===== config.mk =====
export PLATFORM = sky130hd
export DESIGN_NAME = clock_ctrl_flat
export DESIGN_NICKNAME = d
export VERILOG_FILES = /design/src/rtl/clock_ctrl_if.sv /design/src/rtl/clock_ctrl.sv /design/src/flat_wrapper.sv
export SDC_FILE = /design/constraint.sdc
export NUM_CORES = 1
export LEC_CHECK = 0
export CORE_MARGIN = 2
export CORE_UTILIZATION = 25
export CTS_CLUSTER_SIZE = 20
export DETAILED_ROUTE_END_ITERATION = 10
export SKIP_LAST_GASP = 1
export SYNTH_ARGS = -nofsm -noshare
export SYNTH_HDL_FRONTEND = slang
export SYNTH_SLANG_ARGS = --single-unit
export TNS_END_PERCENT = 30

===== constraint.sdc =====
create_clock -name clk -period 7 [get_ports clk]
set_input_delay 0.7 -clock clk [delete_from_list [all_inputs] [get_ports clk]]
set_output_delay 0.7 -clock clk [all_outputs]
set_load 0.03 [all_outputs]

===== src/rtl/clock_ctrl_if.sv =====
// Signal bundle between the front panel / CPU and clock_ctrl.
// The controller attaches through the slave modport.
interface clock_ctrl_if #(
   parameter int DIV_W = 16
);
   logic [1:0]       mode_sel;
   logic [DIV_W-1:0] div;
   logic             step_btn;
   logic             hlt;
   logic             cpu_clk;
   logic             cpu_ce;
   logic [1:0]       active_mode;
   logic             running;

   modport master (
      output mode_sel, div, step_btn, hlt,
      input  cpu_clk, cpu_ce, active_mode, running
   );

   modport slave (
      input  mode_sel, div, step_btn, hlt,
      output cpu_clk, cpu_ce, active_mode, running
   );
endinterface


===== src/rtl/clock_ctrl.sv =====
// Glitch-free CPU clock generator with RUN / STEP / HALT modes.
// Mode changes are applied only at whole-period boundaries.
module clock_ctrl #(
   parameter int DIV_W           = 16,
   parameter int DEBOUNCE_CYCLES = 1000
) (
   input  logic        clk,
   input  logic        rst_n,
   clock_ctrl_if.slave bus
);
   localparam int               CNT_W    = $clog2(DEBOUNCE_CYCLES + 1);
   localparam logic [CNT_W-1:0] DEB_LAST = CNT_W'(DEBOUNCE_CYCLES - 1);
   localparam logic [CNT_W-1:0] DEB_ONE  = CNT_W'(1);
   localparam logic [DIV_W-1:0] CNT_ONE  = DIV_W'(1);
   localparam logic [1:0]       MODE_HALT = 2'd0;
   localparam logic [1:0]       MODE_STEP = 2'd1;
   localparam logic [1:0]       MODE_RUN  = 2'd2;

   typedef enum logic [1:0] {
      ST_IDLE = 2'd0,
      ST_HIGH = 2'd1,
      ST_LOW  = 2'd2
   } state_t;

   state_t           state_q, state_d;
   logic [DIV_W-1:0] cnt_q, cnt_d;
   logic             sync1_q, sync2_q;
   logic [CNT_W-1:0] deb_cnt_q, deb_cnt_d;
   logic             deb_level_q, deb_level_d;
   logic             step_pend_q, step_pend_d;
   logic [1:0]       active_mode_q, active_mode_d;
   logic             cpu_clk_q, cpu_ce_q, running_q;
   logic             deb_rise_s, boundary_s, go_s, consume_s;
   logic [1:0]       new_mode_s;

   // Debounce: level flips on the DEBOUNCE_CYCLES-th consecutive differing cycle.
   always_comb begin
      deb_cnt_d   = '0;
      deb_level_d = deb_level_q;
      deb_rise_s  = 1'b0;
      if (sync2_q != deb_level_q) begin
         if (deb_cnt_q == DEB_LAST) begin
            deb_level_d = sync2_q;
            deb_rise_s  = sync2_q;
         end else begin
            deb_cnt_d = deb_cnt_q + DEB_ONE;
         end
      end else begin
         deb_cnt_d = '0;
      end
   end

   // Boundary decode, mode capture and step-request bookkeeping.
   always_comb begin
      new_mode_s    = (bus.mode_sel == 2'd3) ? MODE_HALT : bus.mode_sel;
      boundary_s    = (state_q == ST_IDLE) || ((state_q == ST_LOW) && (cnt_q == '0));
      consume_s     = boundary_s && (new_mode_s == MODE_STEP) && step_pend_q;
      go_s          = consume_s || (boundary_s && (new_mode_s == MODE_RUN) && !bus.hlt);
      active_mode_d = boundary_s ? new_mode_s : active_mode_q;
      if (consume_s || (boundary_s && (new_mode_s != MODE_STEP))) begin
         step_pend_d = 1'b0;
      end else begin
         step_pend_d = step_pend_q | deb_rise_s;
      end
   end

   // Period FSM: the half-period count reloads from div only on entry to a phase.
   always_comb begin
      state_d = state_q;
      cnt_d   = cnt_q;
      case (state_q)
         ST_IDLE: begin
            if (go_s) begin
               state_d = ST_HIGH;
               cnt_d   = bus.div;
            end else begin
               state_d = ST_IDLE;
            end
         end
         ST_HIGH: begin
            if (cnt_q == '0) begin
               state_d = ST_LOW;
               cnt_d   = bus.div;
            end else begin
               cnt_d = cnt_q - CNT_ONE;
            end
         end
         ST_LOW: begin
            if (cnt_q != '0) begin
               cnt_d = cnt_q - CNT_ONE;
            end else if (go_s) begin
               state_d = ST_HIGH;
               cnt_d   = bus.div;
            end else begin
               state_d = ST_IDLE;
               cnt_d   = '0;
            end
         end
         default: begin
            state_d = ST_IDLE;
            cnt_d   = '0;
         end
      endcase
   end

   // Step button synchroniser and debounce state.
   always_ff @(posedge clk or negedge rst_n) begin
      if (!rst_n) begin
         sync1_q     <= 1'b0;
         sync2_q     <= 1'b0;
         deb_cnt_q   <= '0;
         deb_level_q <= 1'b0;
      end else begin
         sync1_q     <= bus.step_btn;
         sync2_q     <= sync1_q;
         deb_cnt_q   <= deb_cnt_d;
         deb_level_q <= deb_level_d;
      end
   end

   // FSM state, counters and registered outputs derived from the next state.
   always_ff @(posedge clk or negedge rst_n) begin
      if (!rst_n) begin
         state_q       <= ST_IDLE;
         cnt_q         <= '0;
         step_pend_q   <= 1'b0;
         active_mode_q <= MODE_HALT;
         cpu_clk_q     <= 1'b0;
         cpu_ce_q      <= 1'b0;
         running_q     <= 1'b0;
      end else begin
         state_q       <= state_d;
         cnt_q         <= cnt_d;
         step_pend_q   <= step_pend_d;
         active_mode_q <= active_mode_d;
         cpu_clk_q     <= (state_d == ST_HIGH);
         cpu_ce_q      <= (state_d == ST_HIGH) && (state_q != ST_HIGH);
         running_q     <= (state_d != ST_IDLE);
      end
   end

   assign bus.cpu_clk     = cpu_clk_q;
   assign bus.cpu_ce      = cpu_ce_q;
   assign bus.active_mode = active_mode_q;
   assign bus.running     = running_q;
endmodule


===== src/flat_wrapper.sv =====
// flat-port wrapper written by rule: the top's interface ports become plain ports
module clock_ctrl_flat 
#(
   parameter int DIV_W           = 16,
   parameter int DEBOUNCE_CYCLES = 1000
)
  (clk, rst_n, bus_mode_sel, bus_div, bus_step_btn, bus_hlt, bus_cpu_clk, bus_cpu_ce, bus_active_mode, bus_running);
  clock_ctrl_if #(.DIV_W(DIV_W)) bus_i ();
  input  logic clk;
  input  logic rst_n;
  input wire logic [$bits(bus_i.mode_sel)-1:0] bus_mode_sel;
  input wire logic [$bits(bus_i.div)-1:0] bus_div;
  input wire logic [$bits(bus_i.step_btn)-1:0] bus_step_btn;
  input wire logic [$bits(bus_i.hlt)-1:0] bus_hlt;
  output wire logic [$bits(bus_i.cpu_clk)-1:0] bus_cpu_clk;
  output wire logic [$bits(bus_i.cpu_ce)-1:0] bus_cpu_ce;
  output wire logic [$bits(bus_i.active_mode)-1:0] bus_active_mode;
  output wire logic [$bits(bus_i.running)-1:0] bus_running;
  assign bus_i.mode_sel = bus_mode_sel;
  assign bus_i.div = bus_div;
  assign bus_i.step_btn = bus_step_btn;
  assign bus_i.hlt = bus_hlt;
  assign bus_cpu_clk = bus_i.cpu_clk;
  assign bus_cpu_ce = bus_i.cpu_ce;
  assign bus_active_mode = bus_i.active_mode;
  assign bus_running = bus_i.running;
  clock_ctrl #(.DIV_W(DIV_W), .DEBOUNCE_CYCLES(DEBOUNCE_CYCLES)) u_core (.clk(clk), .rst_n(rst_n), .bus(bus_i));
endmodule

# Word-level counts from Yosys, hierarchy flattened
# Index checks and enable logic that the tools add are counted.
# W data, S select, Z words.
dict set report word_totals {
  word_cells 56
  in_bits 22
  reg_bits 37
  output_inout_bits 5
}
dict set report classes {
  n_eq_ne 11
  muxes 15
  n_reduce_logical 16
  n_addsub 2
  bitwise_logic 1
}
# operator count
set op_table {}
lappend op_table {{$mux W16} 4}
lappend op_table {{$pmux W16 S3} 1}
lappend op_table {{$mux W10} 2}
lappend op_table {{$logic_not A16 Y1} 1}
lappend op_table {{$reduce_bool A16 Y1} 1}
lappend op_table {{$sub A16 B1 Y16 const B} 1}
lappend op_table {{$add A10 B1 Y10 const B} 1}
lappend op_table {{$eq A10 B10 Y1 const B} 1}
lappend op_table {{$logic_and A1 B1 Y1} 7}
lappend op_table {{$eq A2 B1 Y1 const B} 3}
lappend op_table {{$eq A2 B2 Y1 const B} 3}
lappend op_table {{$mux W2} 3}
lappend op_table {{$ne A2 B1 Y1 const B} 3}
lappend op_table {{$pmux W2 S3} 1}
lappend op_table {{$mux W1} 4}
lappend op_table {{$logic_or A1 B1 Y1} 3}
lappend op_table {{$logic_not A2 Y1} 1}
lappend op_table {{$reduce_and A2 Y1} 1}
lappend op_table {{$reduce_bool A2 Y1} 1}
lappend op_table {{$logic_not A1 Y1} 1}
lappend op_table {{$ne A1 B1 Y1} 1}
lappend op_table {{$or A1 B1 Y1} 1}

# Depth between registers and ports, before layout
# Gate-level depths: netlist of run 1.
dict set report depth {
  depth_word 11
  depth_mapped 9
  mapped_depth_nobuf 8
}

# Worst setup path before layout of run 1
# OpenSTA, ideal clock, no wires.
dict set report synth_path {
  kind {flip-flop to flip-flop}
  start {register u_core.cnt_q[0]}
  end {register u_core.active_mode_q[0], in the netlist u_core.bus.active_mode[0]}
  period_less_slack_ps 2368
  n_path_buf 1
  t_required_ps 6875
  arrival_ps 2243
  setup_ps 125
  path_stages_with_launch 9
  slack_ps 4632
  path_cell_list {dfrtp_1 > inv_1 > ha_1 > or4b_4 > nor4_1 > nand2_1 > clkbuf_1 > a21oi_2 > mux2_2}
}
dict set report synth_via {
  elab_chain_len 3
}
# element line
set synth_rtl {}
lappend synth_rtl {{start: declaration} clock_ctrl.sv:26} ;# logic [DIV_W-1:0] cnt_q, cnt_d;
lappend synth_rtl {{start signal: assignment} clock_ctrl.sv:133} ;# cnt_q <= cnt_d;
lappend synth_rtl {{$logic_not A16 Y1} clock_ctrl.sv:56} ;# boundary_s = (state_q == ST_IDLE) || ((state_q == ST_LOW) && (cnt_q == '0));
lappend synth_rtl {{$logic_and A1 B1 Y1} clock_ctrl.sv:56}
lappend synth_rtl {{$logic_or A1 B1 Y1} clock_ctrl.sv:56}
lappend synth_rtl {{end signal: assignment} clock_ctrl.sv:135} ;# active_mode_q <= active_mode_d;
lappend synth_rtl {{end: declaration} clock_ctrl.sv:31} ;# logic [1:0] active_mode_q, active_mode_d;
# Every way passes these cells.
# A chain may end at the register's enable or synchronous reset.

# Worst setup path in the final report of run 1
dict set report layout_path {
  start {input bus_mode_sel[1]}
  end {register u_core.cnt_q[15]}
}
dict set report layout_via {
  elab_chain_len 9
  word_cells_on_any_way 13
  cone_classes {eq/ne (4); mux (4); reduce/logical (5)}
}
# element line
set layout_rtl {}
lappend layout_rtl {{start: declaration} flat_wrapper.sv:11} ;# input wire logic [$bits(bus_i.mode_sel)-1:0] bus_mode_sel;
lappend layout_rtl {{$eq A2 B2 Y1} clock_ctrl.sv:55} ;# new_mode_s = (bus.mode_sel == 2'd3) ? MODE_HALT : bus.mode_sel;
lappend layout_rtl {{$mux W2 (*)} clock_ctrl.sv:55}
lappend layout_rtl {{$eq A2 B1 Y1 or $eq A2 B2 Y1 (tied branches)} {clock_ctrl.sv:57, clock_ctrl.sv:58}}
lappend layout_rtl {{$logic_and A1 B1 Y1 (on tied branches) (2 in series)} {clock_ctrl.sv:57, clock_ctrl.sv:58}}
lappend layout_rtl {{$logic_or A1 B1 Y1 (*)} clock_ctrl.sv:58} ;# go_s = consume_s || (boundary_s && (new_mode_s == MODE_RUN) && !bus.hlt);
lappend layout_rtl {{$mux W16} clock_ctrl.sv:91} ;# end else if (go_s) begin
lappend layout_rtl {{$mux W16} clock_ctrl.sv:89} ;# if (cnt_q != '0) begin
lappend layout_rtl {{$pmux W16 S3} clock_ctrl.sv:71} ;# case (state_q)
# Every way passes the cells marked *; elsewhere a longest branch is shown, timed or not.

==> results of run 1 <==
## where the power goes
part | internal, W | total [W] | switching, W
registers | 0.000268 | 0.000337 | 0.0000692
clock network | 0.0000890 | 0.000165 | 0.0000764
logic | 0.000146 | 0.000296 | 0.000149
## per-layer routing
layer | global-route usage, % | routed length, um
met5 | 0 | 0
met4 | 4.048 | 62
met3 | 3.132 | 263
met2 | 18.87 | 2325
met1 | 15.74 | 2294
## registers in the layout (all words and copies together) (netlist names)
signal	flops
u_core.bus.active_mode	2
u_core.cnt_q	16
u_core.sync1_q	1
u_core.state_q	2
u_core.deb_cnt_q	10
u_core.bus.cpu_ce	1
u_core.step_pend_q	1
u_core.deb_level_q	1
u_core.bus.cpu_clk	1
u_core.bus.running	1
u_core.sync2_q	1
## metrics by stage
step                      worst slack [ns]  hold slack [ns]  utilization [%]
after floorplan                      4.632           0.3312                -
after global placement               3.755           0.3376            30.00
after detailed placement             3.680           0.3418            30.00
after CTS                            4.012           0.3590            31.23
after global routing                 3.834           0.3667            31.23
final                                4.001           0.3525            31.23
## area by class of cell
cell class	instances	area share, %
clock buffers	7	3.754
inverters	6	0.8776
well taps	105	5.119
repair buffers	26	9.946
clock inverters	1	0.1950
multi-input cells	175	44.03
flip-flops and latches	37	36.08
## synthesized netlist by cell type, types with 3 or more instances
library cell	instances	share of area, %
xnor2_1	8	3.3
nor4_1	3	0.89
a21oi_1	10	2.4
a21oi_2	3	1.2
nor2_1	22	3.9
mux2_2	3	1.6
nand2b_1	4	1.2
xor2_1	4	1.7
o21a_1	3	1.1
a221o_1	5	2.4
mux2i_1	3	1.4
dfrtp_1	37	44
inv_1	6	1.1
nand3_1	4	0.95
nor2b_1	4	1.2
nand2_1	22	3.9
nand3b_1	4	1.4
clkbuf_1	5	0.89
or3_1	4	1.2
o211ai_1	4	1.4
o221ai_1	3	1.2
nor3_1	7	1.7
o21ai_0	13	3.1
nand4_1	3	0.89
## critical path, cell delays in order
cell             delay [ns]
clkdlybuf4s50_1        0.52
or3b_2                 0.49
nand2_1                0.39
nand2b_1               0.18
o21ai_1                0.67
a221o_1                0.27
## kinds of logic (layout without fill, tap and decap cells)
family          after synthesis  after routing  synth area share, %
buf+inv                      14             40                2.953
compound gates               61             61                20.56
fa+ha+maj                     2              2                1.181
xor+xnor                     12             12                4.962
simple gates                 94             94                23.63
mux                           6              6                3.012
flops                        37             37                43.71
## worst min path at each step
stage                                         from                       end  slack, ns  cells after the start
final                     u_core.sync1_q$_DFF_PN0_  u_core.sync2_q$_DFF_PN0_       0.35                      0
after detailed placement  u_core.sync1_q$_DFF_PN0_  u_core.sync2_q$_DFF_PN0_       0.34                      0
after global routing      u_core.sync1_q$_DFF_PN0_  u_core.sync2_q$_DFF_PN0_       0.37                      0
after CTS                 u_core.sync1_q$_DFF_PN0_  u_core.sync2_q$_DFF_PN0_       0.36                      0
after global placement    u_core.sync1_q$_DFF_PN0_  u_core.sync2_q$_DFF_PN0_       0.34                      0
after floorplan           u_core.sync1_q$_DFF_PN0_  u_core.sync2_q$_DFF_PN0_       0.33                      0
==> metrics, run 1 <==
Max-Cap Viols=0; Top FF cell, synth=dfrtp_1; vias in the first global route=1735; clock slew at reported path FFs=0.07 ns; Post-Synthesis Net Count=250; Finished Cell Area=2566 um2; hold crit path type=flip-flop to flip-flop; Initial Utilization=25.78%; Post-DRT Antenna Nets=0; worst setup path endpoint=u_core.cnt_q[15]$_DFFE_PN0P_; setup bufs post-CTS=0; Core Area=8217 um2; most frequent cells in the layout=37 x dfrtp_1, 25 x clkdlybuf4s50_1, 22 x nand2_1, 22 x nor2_1, 13 x o21ai_0; worst-margin pin slew=0.9405 ns; TritonRoute pass-1 iters=4; Max-slew headroom=36.81%; CTS Buf Count=5; Routed WL per cell=13.85 um; Die Wd=96.05 um; io pins=27; clk_lat worst skew=0.29 ns; sequential-to-total area share from yosys stat=43.71%; Inst Count DP=349; ANT cells=0; CTS Sinks=37; area occupied by multi-input gates=1130 um2; Vias/cell=4.930; Synth async-reset ratio=100.0%; area added between synthesis and finish=21.15%; DP HPWL=3576 um; final net count=275; post-CTS sizing=0; Post-Syn Area=2118 um2; Final TNS setup=0 ns; Detailed Route Iter0 Violations=169; Final setup viols=0; type of the worst setup path=primary input to flip-flop; die area=9226 um2; Crit Path Max Fanout=13; total power=0.0007985 W; row count=33; I/O Buffers=26; share of cells above drive strength 1=11.11%; Worst Setup SP=bus_mode_sel[1]; Power Density=311.1 nW/um2; status=finished, final reports clean; Overflow after GRT=0; Leak=0.9659 nW; CTS tree=yes; routability-driven placement congestion ratio=0.8526; Cell Area, Placed=2465 um2; Synth Instances=226; H-tree levels=2; fill cell count=867; Unique masters post-synth=56; CP endpoint kind=flip-flop; YS warnings=0; DR vias=1760; Die Ht=96.05 um; leading cell type in the layout, fill and taps excluded=dfrtp_1; pin count of the biggest net entering global routing=38; Startpoint Class=primary input; final wirelength=4946 um; fin cells=357; count of pins over their slew limit=0; reg2reg start=u_core.cnt_q[0]$_DFFE_PN0P_; crit path DAT=3.23 ns; hold_buf cts=0; initial antenna violation count=0; Root Driver=clkbuf_8; VDD IR-drop max=0.07320 mV; RR Endpoint=u_core.cnt_q[15]$_DFFE_PN0P_; Hold Fails Final Rpt=0; Syn Area/Cell=9.373 um2; flop-to-flop setup slack=4.14 ns; GRT Total Usage=11.92%; residual DRC count=0; clock buffer depth=2; sequential standard cell area=925.9 um2; Layout Skew=0.004501 ns; Yosys reg bits=37; minimum clock period=2.999 ns; maximum clock rate=333.5 MHz; RSZ-0062 raised after global routing=false; CP required=7.23 ns; number of flops mapped to enable cells by yosys=0; Reg2Reg Depth=8; final worst path period share=42.84%; first-pass GRT wire length=8404 um
Note: power is estimated with default switching activity, not from simulation.
==> run 2: changes to the inputs <==
- clock period: 7 -> 3 ns (I/O delays scaled with it)
==> metrics, run 2 (synthesis results as in run 1) <==
setup bufs post-CTS=0; leading cell type in the layout, fill and taps excluded=dfrtp_1; vias in the first global route=1763; type of the worst setup path=flip-flop to flip-flop; Max-Cap Viols=0; final net count=280; Vias/cell=4.845; minimum clock period=2.724 ns; row count=33; Reg2Reg Depth=7; Post-DRT Antenna Nets=0; final wirelength=4962 um; Final TNS setup=0 ns; DP HPWL=3604 um; fill cell count=857; clock slew at reported path FFs=0.08 ns; clk_lat worst skew=0.29 ns; Die Wd=96.05 um; Power Density=719.7 nW/um2; Core Area=8217 um2; CP endpoint kind=flip-flop; share of cells above drive strength 1=13.23%; post-CTS sizing=0; Die Ht=96.05 um; CTS Buf Count=5; fin cells=362; DR vias=1754; Placement Setup Slack=0.2482 ns; VDD IR-drop max=0.2693 mV; first-pass GRT wire length=8535 um; count of pins over their slew limit=0; area occupied by multi-input gates=1132 um2; Hold Fails Final Rpt=0; status=finished, final reports clean; ANT cells=0; Initial Utilization=25.78%; GRT Total Usage=11.88%; Max-slew headroom=38.77%; Detailed Route Iter0 Violations=59; clock buffer depth=2; worst-margin pin slew=0.9115 ns; routability-driven placement congestion ratio=0.8452; initial antenna violation count=0; biggest regs=u_core.cnt_q (16), u_core.deb_cnt_q (10); io pins=27; max FFs per register=16; Inst Count DP=354; sequential standard cell area=925.9 um2; Setup WS post-layout=0.2759 ns; maximum clock rate=367.1 MHz; hold crit path type=primary input to async pin; CTS Sinks=37; Leak=0.9890 nW; Overflow after GRT=0; CP required=3.18 ns; area added between synthesis and finish=22.80%; crit path DAT=2.90 ns; residual DRC count=0; final worst path period share=90.80%; CTS tree=yes; I/O Buffers=26; Final setup viols=0; Root Driver=clkbuf_8; Layout Skew=0.007267 ns; hold_buf cts=0; pin count of the biggest net entering global routing=38; Startpoint Class=flip-flop; H-tree levels=2; Routed WL per cell=13.71 um; most frequent cells in the layout=37 x dfrtp_1, 25 x clkdlybuf4s50_1, 22 x nor2_1; Crit Path Max Fanout=11; RSZ-0062 raised after global routing=false; die area=9226 um2; TritonRoute pass-1 iters=4; Largest Register=u_core.cnt_q
-- run 2: metal layers --
layer  GRT usage [%]  part of all wire (%)  vias up
met3           2.819                   3.6        4
met2           18.58                    46       22
met1           16.72                    50      852
met4           2.500                  0.58        0
met5               0                     0        -
li1                -                     -      876
-- run 2: final cells by class --
type / instances / share of cell area [%]
Multi-Input combinational cell: 175 / 43.53
Sequential cell: 37 / 35.59
Timing Repair Buffer: 31 / 11.26
Tap cell: 105 / 5.051
Clock buffer: 6 / 3.175
Inverter: 6 / 0.8658
Clock inverter: 2 / 0.5291
-- run 2: worst paths after layout --
kind | start | to | slack, ns
worst min register to register | u_core.sync1_q$_DFF_PN0_ | u_core.sync2_q$_DFF_PN0_ | 0.35
worst max-delay path | u_core.cnt_q[0]$_DFFE_PN0P_ | u_core.cnt_q[9]$_DFFE_PN0P_ | 0.28
worst min-delay path | rst_n | u_core.deb_cnt_q[7]$_DFF_PN0_ | 0.11
worst max register to register | u_core.cnt_q[0]$_DFFE_PN0P_ | u_core.cnt_q[9]$_DFFE_PN0P_ | 0.28
min in group clk | u_core.sync1_q$_DFF_PN0_ | u_core.sync2_q$_DFF_PN0_ | 0.35
max in group asynchronous | rst_n | u_core.cnt_q[13]$_DFFE_PN0P_ | 2.37
-- run 2: through the flow --
stage / hold slack (ns) / utilization [%] / instance area (um2) / total power (W)
2_1_floorplan: 0.004409 / - / 2118 / 0.001284
3_3_place_gp: 0.3396 / 30.46 / 2502 / 0.001494
3_5_place_dp: 0.3347 / 30.46 / 2502 / 0.001504
4_1_cts: 0.1465 / 31.63 / 2599 / 0.001886
5_1_grt: 0.2004 / 31.66 / 2601 / 0.002018
6_report: 0.1115 / 31.66 / 2601 / 0.001872
-- run 2: power breakdown --
group | switching, W | internal (W) | leakage [nW]
clock | 0.000187 | 0.000186 | 0.0512
sequential | 0.000146 | 0.000626 | 0.470
combinational | 0.000371 | 0.000356 | 0.468
total | 0.000704 | 0.00117 | 0.989
-- run 2: worst max-delay path: stages (launching register included) --
cell and delay [ns]:
dfrtp_1 0.41, inv_1 0.07, ha_1 0.16, or4b_4 0.48, or4_4 0.57, o21ai_2 0.46
o21ai_0 0.17, a221o_1 0.30
==> patch: new RTL, config.mk and constraints of run 2 <==
`DIV_W` is set to 16 in 3 places; all go to 20.
--- a/src/rtl/clock_ctrl_if.sv
+++ b/src/rtl/clock_ctrl_if.sv
@@ -1,7 +1,7 @@
 // Signal bundle between the front panel / CPU and clock_ctrl.
 // The controller attaches through the slave modport.
 interface clock_ctrl_if #(
-   parameter int DIV_W = 16
+   parameter int DIV_W = 20
 );
    logic [1:0]       mode_sel;
    logic [DIV_W-1:0] div;
--- a/src/rtl/clock_ctrl.sv
+++ b/src/rtl/clock_ctrl.sv
@@ -1,7 +1,7 @@
 // Glitch-free CPU clock generator with RUN / STEP / HALT modes.
 // Mode changes are applied only at whole-period boundaries.
 module clock_ctrl #(
-   parameter int DIV_W           = 16,
+   parameter int DIV_W           = 20,
    parameter int DEBOUNCE_CYCLES = 1000
 ) (
    input  logic        clk,
--- a/src/flat_wrapper.sv
+++ b/src/flat_wrapper.sv
@@ -1,7 +1,7 @@
 // flat-port wrapper written by rule: the top's interface ports become plain ports
 module clock_ctrl_flat 
 #(
-   parameter int DIV_W           = 16,
+   parameter int DIV_W           = 20,
    parameter int DEBOUNCE_CYCLES = 1000
 )
   (clk, rst_n, bus_mode_sel, bus_div, bus_step_btn, bus_hlt, bus_cpu_clk, bus_cpu_ce, bus_active_mode, bus_running);
Ports: changed (resized bus_div); port bits go from 27 to 31. No check against the original RTL was run, so the function may have changed too.
==> patch against run 2 <==
Worst setup slack improved by 0.15 ns. Global-route usage grew 0.36 points. Total power rose by 4.4%. Non-clock buffer count grew 4. Sequential cell count rose by 4. Wire length is 28% higher. Final area grew 18%. Area after synthesis grew 19%. Core utilization down 0.35 points. Worst hold slack improved by 0.022 ns. Via count up 28%.
==> patch: results (changes against run 2) <==
stage,metric,value,unit,change
worst_setup_path,cell count of the worst reg-to-reg path,5,,was 7
timing,crit path time final,2.58,ns,was 2.72 ns
power_and_ir_drop,Cell Pwr Density,639,nW/um2,was 720 nW/um2
worst_setup_path,R2R Path Start,u_core.cnt_q[14],,was u_core.cnt_q[0]
yosys,Synth Area in Compound Gates,22.6,%,was 20.6%
drt,final wirelength,6340,um,was 4960 um
status,status,"complete, no violations",,unchanged
layout,non-clk buf share,10.9,%,was 11.3%
drt,wire length on met2,2870,um,was 2280 um
layout,Multi-input comb cells,214,,was 175
drt,DRT met1 WL,3100,um,was 2480 um
power_and_ir_drop,P_seq,0.000854,W,was 0.000772 W
power_and_ir_drop,worst vdd ir,0.255,mV,was 0.269 mV
placement,DP Worst Slack,0.434,ns,was 0.248 ns
drt,vias,2240,,was 1754
yosys,"top cells by area, synth","dfrtp_1 41%, nor2_1 4.9%, xnor2_1 4.2%",,"was dfrtp_1 44%, nand2_1 3.9%, nor2_1 3.9%"
worst_setup_path,Crit Path Max Fanout,12,,was 11
yosys,Syn Inst Count,277,,was 226
layout,# fillers,1028,,was 857
yosys,"Seq/Total Area, Yosys",40.9,%,was 43.7%
power_and_ir_drop,Static Leak,1.16,nW,was 0.989 nW
floorplan,Die Width,104,um,was 96.1 um
yosys,post-synthesis register bit count,41,,was 37
yosys,Netlist cell types,54,,was 56
layout,Multi-input gate area,1390,um2,was 1130 um2
grt,largest net degree at the start of global routing,42,,was 38
layout,fraction of layout cells with a size suffix above 1,8.82,%,was 13.2%
yosys,xor/xnor share of the synthesized area,5.58,%,was 4.96%
grt,Global Route Usage Sum,12.2,%,was 11.9%
layout,Top Registers,"u_core.cnt_q (20), u_core.deb_cnt_q (10)",,"was u_core.cnt_q (16), u_core.deb_cnt_q (10)"
layout,Layout clock area frac,3.92,%,was 3.70%
placement,DP Cell Count,431,,was 354
placement,placed cell area,2940,um2,was 2500 um2
layout,Synth-to-Final Area Change,21.9,%,was 22.8%
layout,final net count,334,,was 280
layout,Non-clk bufs,35,,was 31
placement,DP Wirelength,4520,um,was 3600 um
yosys,multiplexer share of the synthesized area,1.69,%,was 3.01%
grt,vias in the first global route,2141,,was 1763
drt,metal3 WL,320,um,was 177 um
timing,Max-slew headroom,35.6,%,was 38.8%
yosys,Post-Syn Nets,306,,was 250
## patch: how the worst min path moves through the flow
| stage | depth (start not counted) | startpoint | slack, ns | to |
|---|---|---|---|---|
| 2_1_floorplan | 0 | rst_n | 0.004 | u_core.bus.active_mode[0] |
| 3_3_place_gp | 0 | u_core.sync1_q | 0.34 | u_core.sync2_q |
| 3_5_place_dp | 0 | u_core.sync1_q | 0.35 | u_core.sync2_q |
| 4_1_cts | 1 | rst_n | 0.18 | u_core.deb_cnt_q[7] |
| 5_1_grt | 1 | rst_n | 0.21 | u_core.deb_cnt_q[7] |
| 6_report | 1 | rst_n | 0.13 | u_core.deb_cnt_q[7] |
## patch: routing by layer
layer	global-route usage, %	up-vias
met4	4.73	0
met3	2.76	4
met5	0	-
met1	17.2	1098
met2	18.3	59
li1	-	1079
## patch: critical path: stages, from the launching register on
cell and delay [ns]:
dfrtp_1 0.43, nor3_1 0.45, nand4_2 0.31, or2_1 0.43
o31ai_4 0.62, a221o_1 0.25
